--- src/rtl/cb_fifo_if.sv ---
`default_nettype none
// ============================================================================
// Module : cb_fifo_if
// Brief  : Source/sink handshake and status bundle for cb_fifo.
// Rev    : 1.0  initial release
// ============================================================================
interface cb_fifo_if #(
   parameter int Data_W = 32,
   parameter int DEPTH  = 8
);
   localparam int c_LW = $clog2(DEPTH + 1);

   logic              s_valid;
   logic              s_ready;
   logic [Data_W-1:0] s_data;
   logic              m_valid;
   logic              m_ready;
   logic [Data_W-1:0] m_data;
   logic [c_LW-1:0]   level;
   logic              empty;
   logic              full;
   logic [c_LW-1:0]   credits;

   modport slave (
      input  s_valid, s_data, m_ready,
      output s_ready, m_valid, m_data, level, empty, full, credits
   );

   modport master (
      output s_valid, s_data, m_ready,
      input  s_ready, m_valid, m_data, level, empty, full, credits
   );
endinterface
`default_nettype wire

--- src/rtl/cb_fifo.sv ---
`default_nettype none
// ============================================================================
// Module : cb_fifo
// Brief  : Circular-buffer FIFO, optional registered output and ready flop.
// Rev    : 1.0  initial release
// ============================================================================
module cb_fifo #(
   parameter int Data_W   = 32,
   parameter int DEPTH    = 8,
   parameter int PIPE_OUT = 0,
   parameter int SKID_EN  = 0
) (
   input  logic     clk,
   input  logic     rst_n,
   cb_fifo_if.slave bus
);
   localparam int              c_LW       = $clog2(DEPTH + 1);
   localparam int              c_PW       = $clog2(DEPTH);
   localparam logic [c_LW-1:0] c_DEPTH_L  = c_LW'(DEPTH);
   localparam logic [c_PW-1:0] c_PTR_LAST = c_PW'(DEPTH - 1);

   logic [Data_W-1:0] r_mem [DEPTH];
   logic [c_PW-1:0]   r_wptr;
   logic [c_PW-1:0]   r_rptr;
   logic [c_LW-1:0]   r_level;
   logic [c_LW-1:0]   w_level_nxt;
   logic              w_full;
   logic              w_empty;
   logic              w_s_ready;
   logic              w_m_valid;
   logic              w_push;
   logic              w_pop;
   logic              w_mem_we;
   logic              w_rd_adv;

   function automatic logic [c_PW-1:0] f_ptr_inc(input logic [c_PW-1:0] p);
      return (p == c_PTR_LAST) ? '0 : p + 1'b1;
   endfunction

   assign w_full  = (r_level == c_DEPTH_L);
   assign w_empty = (r_level == '0);
   assign w_push  = bus.s_valid && w_s_ready;
   assign w_pop   = w_m_valid && bus.m_ready;

   always_comb begin
      w_level_nxt = r_level;
      if (w_push && !w_pop)
         w_level_nxt = r_level + 1'b1;
      else if (w_pop && !w_push)
         w_level_nxt = r_level - 1'b1;
   end

   if (SKID_EN != 0) begin : g_skid
      logic r_s_ready;
      always_ff @(posedge clk) begin
         if (rst_n)
            r_s_ready <= 1'b1;
         else
            r_s_ready <= (w_level_nxt < c_DEPTH_L);
      end
      assign w_s_ready = r_s_ready;
   end else begin : g_noskid
      assign w_s_ready = !w_full;
   end

   if (PIPE_OUT != 0) begin : g_pipe
      // The output register holds the head word, so storage is empty
      // whenever at most one word is in flight.
      logic              r_out_valid;
      logic [Data_W-1:0] r_out_data;
      logic              w_stor_empty;

      assign w_stor_empty = (r_level <= c_LW'(1));
      assign w_mem_we     = w_push && r_out_valid && !(w_pop && w_stor_empty);
      assign w_rd_adv     = w_pop && !w_stor_empty;

      always_ff @(posedge clk) begin
         if (rst_n) begin
            r_out_valid <= 1'b0;
         end else if (!r_out_valid || w_pop) begin
            if (!w_stor_empty) begin
               r_out_valid <= 1'b1;
               r_out_data  <= r_mem[r_rptr];
            end else if (w_push) begin
               r_out_valid <= 1'b1;
               r_out_data  <= bus.s_data;
            end else begin
               r_out_valid <= 1'b0;
            end
         end
      end

      assign w_m_valid  = r_out_valid;
      assign bus.m_data = r_out_data;
   end else begin : g_comb
      assign w_mem_we   = w_push;
      assign w_rd_adv   = w_pop;
      assign w_m_valid  = !w_empty;
      assign bus.m_data = r_mem[r_rptr];
   end

   always_ff @(posedge clk) begin
      if (!rst_n && w_mem_we)
         r_mem[r_wptr] <= bus.s_data;
   end

   always_ff @(posedge clk) begin
      if (rst_n) begin
         r_level <= '0;
         r_wptr  <= '0;
         r_rptr  <= '0;
      end else begin
         r_level <= w_level_nxt;
         if (w_mem_we)
            r_wptr <= f_ptr_inc(r_wptr);
         if (w_rd_adv)
            r_rptr <= f_ptr_inc(r_rptr);
      end
   end

   assign bus.s_ready = w_s_ready;
   assign bus.m_valid = w_m_valid;
   assign bus.level   = r_level;
   assign bus.empty   = w_empty;
   assign bus.full    = w_full;
   assign bus.credits = c_DEPTH_L - r_level;
endmodule
`default_nettype wire

--- src/flat_wrapper.sv ---
// flat-port wrapper written by rule: the top's interface ports become plain ports
module cb_fifo_flat 
#(
   parameter int Data_W   = 32,
   parameter int DEPTH    = 8,
   parameter int PIPE_OUT = 0,
   parameter int SKID_EN  = 0
)
  (clk, rst_n, bus_s_valid, bus_s_data, bus_m_ready, bus_s_ready, bus_m_valid, bus_m_data, bus_level, bus_empty, bus_full, bus_credits);
  cb_fifo_if #(.Data_W(Data_W), .DEPTH(DEPTH)) bus_i ();
  input  logic clk;
  input  logic rst_n;
  input wire logic [$bits(bus_i.s_valid)-1:0] bus_s_valid;
  input wire logic [$bits(bus_i.s_data)-1:0] bus_s_data;
  input wire logic [$bits(bus_i.m_ready)-1:0] bus_m_ready;
  output wire logic [$bits(bus_i.s_ready)-1:0] bus_s_ready;
  output wire logic [$bits(bus_i.m_valid)-1:0] bus_m_valid;
  output wire logic [$bits(bus_i.m_data)-1:0] bus_m_data;
  output wire logic [$bits(bus_i.level)-1:0] bus_level;
  output wire logic [$bits(bus_i.empty)-1:0] bus_empty;
  output wire logic [$bits(bus_i.full)-1:0] bus_full;
  output wire logic [$bits(bus_i.credits)-1:0] bus_credits;
  assign bus_i.s_valid = bus_s_valid;
  assign bus_i.s_data = bus_s_data;
  assign bus_i.m_ready = bus_m_ready;
  assign bus_s_ready = bus_i.s_ready;
  assign bus_m_valid = bus_i.m_valid;
  assign bus_m_data = bus_i.m_data;
  assign bus_level = bus_i.level;
  assign bus_empty = bus_i.empty;
  assign bus_full = bus_i.full;
  assign bus_credits = bus_i.credits;
  cb_fifo #(.Data_W(Data_W), .DEPTH(DEPTH), .PIPE_OUT(PIPE_OUT), .SKID_EN(SKID_EN)) u_core (.clk(clk), .rst_n(rst_n), .bus(bus_i));
endmodule
--- config.mk ---
export PLATFORM = sky130hd
export DESIGN_NAME = cb_fifo_flat
export DESIGN_NICKNAME = d
export VERILOG_FILES = /design/src/rtl/cb_fifo_if.sv /design/src/rtl/cb_fifo.sv /design/src/flat_wrapper.sv
export SDC_FILE = /design/constraint.sdc
export NUM_CORES = 1
export LEC_CHECK = 0
export ABC_AREA = 1
export CAP_MARGIN = 20
export CORE_UTILIZATION = 46
export DETAILED_ROUTE_END_ITERATION = 10
export DONT_BUFFER_PORTS = 1
export SYNTH_ARGS = -nofsm -noshare
export SYNTH_HDL_FRONTEND = slang
export SYNTH_SLANG_ARGS = --single-unit
--- constraint.sdc ---
create_clock -name clk -period 2.86 [get_ports clk]
set_input_delay 0.286 -clock clk [delete_from_list [all_inputs] [get_ports clk]]
set_output_delay 0.286 -clock clk [all_outputs]
set_load 0.01 [all_outputs]
==> metrics.csv <==
metric;value;unit
outcome;complete, no violations;
largest net degree at the start of global routing;97;
area fraction in compound gates after synthesis;0.0659;
count of final setup violators;0;
Via density;4.96;
Synth-to-Final Area Change;14.4;%
vias in the first global route;6273;
maxcap violations;0;
die area;24400;sq um
hpwl dp;11900;um
port buffer count;0;
row count;56;
Core ar.;23400;sq um
router iterations before antenna repair;5;
Routed WL;21700;um
Async SR Flop Fraction;0;
Setup crit end kind;flop;
critical path arrival;2.92;ns
Post-Syn Instances;950;
RSZ-0062 raised after global routing;false;
fin. max-slew vios;0;
Vias;6563;
TritonCTS clock tree;done;
Post-synth EDFFs;256;
largest family of logic cells by synthesized area;simple AND/OR/NAND/NOR gates;
first-pass GRT wire length;33900;um
clk_skew;0.00837;ns
clk slew on worst S/H paths;0.06;ns
Longest Clk Path Bufs;3;
Synth Net Count;995;
power per cell area;852;nW/um^2
Slew @ Worst Pin;0.790;ns
Total GRT Usage;0.180;
commonest non-fill, non-tap cell in the layout;nor2_1;
Hold Path Class;input port to flop;
Critical Path Max Stage Delay;0.46;ns
register area share after synthesis;0.727;
Inserted Clock Buffers;27;
mux cell area share after synthesis;0;
CP startpoint kind;flop;
CTS Sinks;269;
CP Max Fanout;8;
xor/xnor share of the synthesized area;0.00240;
final design utilization;0.535;
Post-Synth Adder-Cell Area;0.0110;
htree depth;1;
worst-skew pair later-pin latency;0.53;ns
minimum hold slack;0.0517;ns
YS warnings;0;
Post-DP Area;11400;sq um
Seq cells post-synth;269;
Placer Congestion;0.728;
height of the die;156;um
layout net count;1030;
DRC;0;
Fin Setup TNS;0;ns
Final ANT Viol Nets;0;
final worst path period need;2.50;ns
CP delay by family, top;simple AND/OR/NAND/NOR gates;
WP data required;3.28;ns
crit path cell chain;inv_1 > ha_1 > nand3_1 > nand2_1 > inv_1 > ha_1 > inv_1 > ha_1 > or2_2 > nand3_1 > nand3_1 > nand2_1 > inv_1;
design area;12500;sq um
initial antenna violation count;1;
LEAKAGE;4.54;nW
CTS root buf;clkbuf_16;
maximum vdd drop;0.579;mV
total grt overflow;0;
post-synth design cell area;10900;sq um
PostCTS Resize Cnt;0;
Buffers & Inverters on Critical Path;4;
Initial DRC Count;446;
Die W;156;um
WS Path Type;flop to flop;
CP max-delay cell;dfxtp_1;
max frequency;0.400;GHz
Final Hold Fails;0;
Slew headroom;0.473;
flop-to-flop setup slack;0.36;ns
synth unique cells;21;
WL/cell;16.4;um
Initial Util;0.467;
share of layout cells above drive strength 1;0.0698;
Main synth FF type;edfxtp_1;
Tcrit/Tclk final;0.875;
cell mode on critical path;inv_1;
most frequent cells in the layout;266 x nor2_1, 256 x edfxtp_1, 176 x nand2_1;
Simple-Gate Fraction of Synth Area;0.157;
Mean Syn Cell Area;11.5;sq um
IO Count;80;
[cell families (layout without fill, tap and decap cells)]
| kind of cell | after synthesis | after routing |
|---|---|---|
| compound gates | 144 | 144 |
| xor+xnor | 3 | 3 |
| fa+ha+maj | 9 | 9 |
| buf+inv | 69 | 122 |
| flops | 269 | 269 |
| other cells | 0 | 1 |
| simple gates | 456 | 456 |
[tightest hold or removal path: stages]
cell	delay [ns]
inv_1	0.09
o21ai_0	0.10
a21oi_1	0.04
[layout make-up]
| class | instances | area, sq um |
|---|---|---|
| diodes | 1 | 2.50 |
| clock buffers | 35 | 706 |
| clock inverters | 12 | 106 |
| fillers | 2028 | 10900 |
| inverters | 20 | 76.3 |
| multi-input cells | 612 | 2650 |
| flip-flops and latches | 269 | 7950 |
| well taps | 319 | 399 |
| repair buffers | 55 | 621 |
[synthesized netlist by cell type (all sizes together) (2+ instances only)]
library cell	n	area share
nor2	274	0.094
edfxtp	256	0.70
nand2	176	0.060
o21ai	137	0.063
buf	36	0.024
inv	20	0.0069
clkbuf	13	0.0053
dfxtp	13	0.024
ha	8	0.0092
a21oi	7	0.0032
nand3	5	0.0023
xor2	2	0.0016
[state kept, by name (all words and copies together), names as in the netlist, named ones only]
| signal | flops |
|---|---|
| u_core.r_wptr | 3 |
| u_core.r_mem | 256 |
| u_core.bus.level | 4 |
| u_core.r_rptr | 3 |
[per-stage QoR]
step / instances / worst slack, ns / total power (W)
2_1_floorplan: 950 / -0.279 / 0.00683
3_3_place_gp: 1242 / 0.404 / 0.00742
3_5_place_dp: 1242 / 0.371 / 0.00744
4_1_cts: 1322 / 0.355 / 0.0108
5_1_grt: 1323 / 0.156 / 0.0113
6_report: 1323 / 0.359 / 0.0107
[power breakdown]
| group | internal [W] | switching [W] |
|---|---|---|
| clock network | 0.00190 | 0.00136 |
| registers | 0.00452 | 0.000118 |
| logic | 0.000815 | 0.00194 |
| total | 0.00724 | 0.00342 |
[routing by layer]
metal | vias to the layer above | GRT usage | part of all wire
li1 | 3303 | - | -
met1 | 3097 | 0.234 | 0.44
met3 | 32 | 0.0322 | 0.046
met4 | 0 | 0.0476 | 0.023
met5 | - | 0 | 0
met2 | 131 | 0.310 | 0.49
[path summary, 6_finish.rpt]
path / startpoint / to / cells after the start
setup reg to reg: u_core.bus.level[1]$_SDFFE_PP0P_ / u_core.bus.level[3]$_SDFFE_PP0P_ / 13
hold reg to reg: u_core.r_rptr[1]$_SDFFE_PP0P_ / flop / 2
hold / removal: rst_n / u_core.bus.level[0]$_SDFFE_PP0P_ / 3
setup / recovery: u_core.bus.level[1]$_SDFFE_PP0P_ / u_core.bus.level[3]$_SDFFE_PP0P_ / 13
[what timing repair did]
| item | 4_1_cts | 5_1_grt |
|---|---|---|
| hold buffers | 33 | 0 |
| hold endpoints to repair | 258 | 0 |
| buffers inserted | 0 | 0 |
Power figures use the tool's default switching activity.
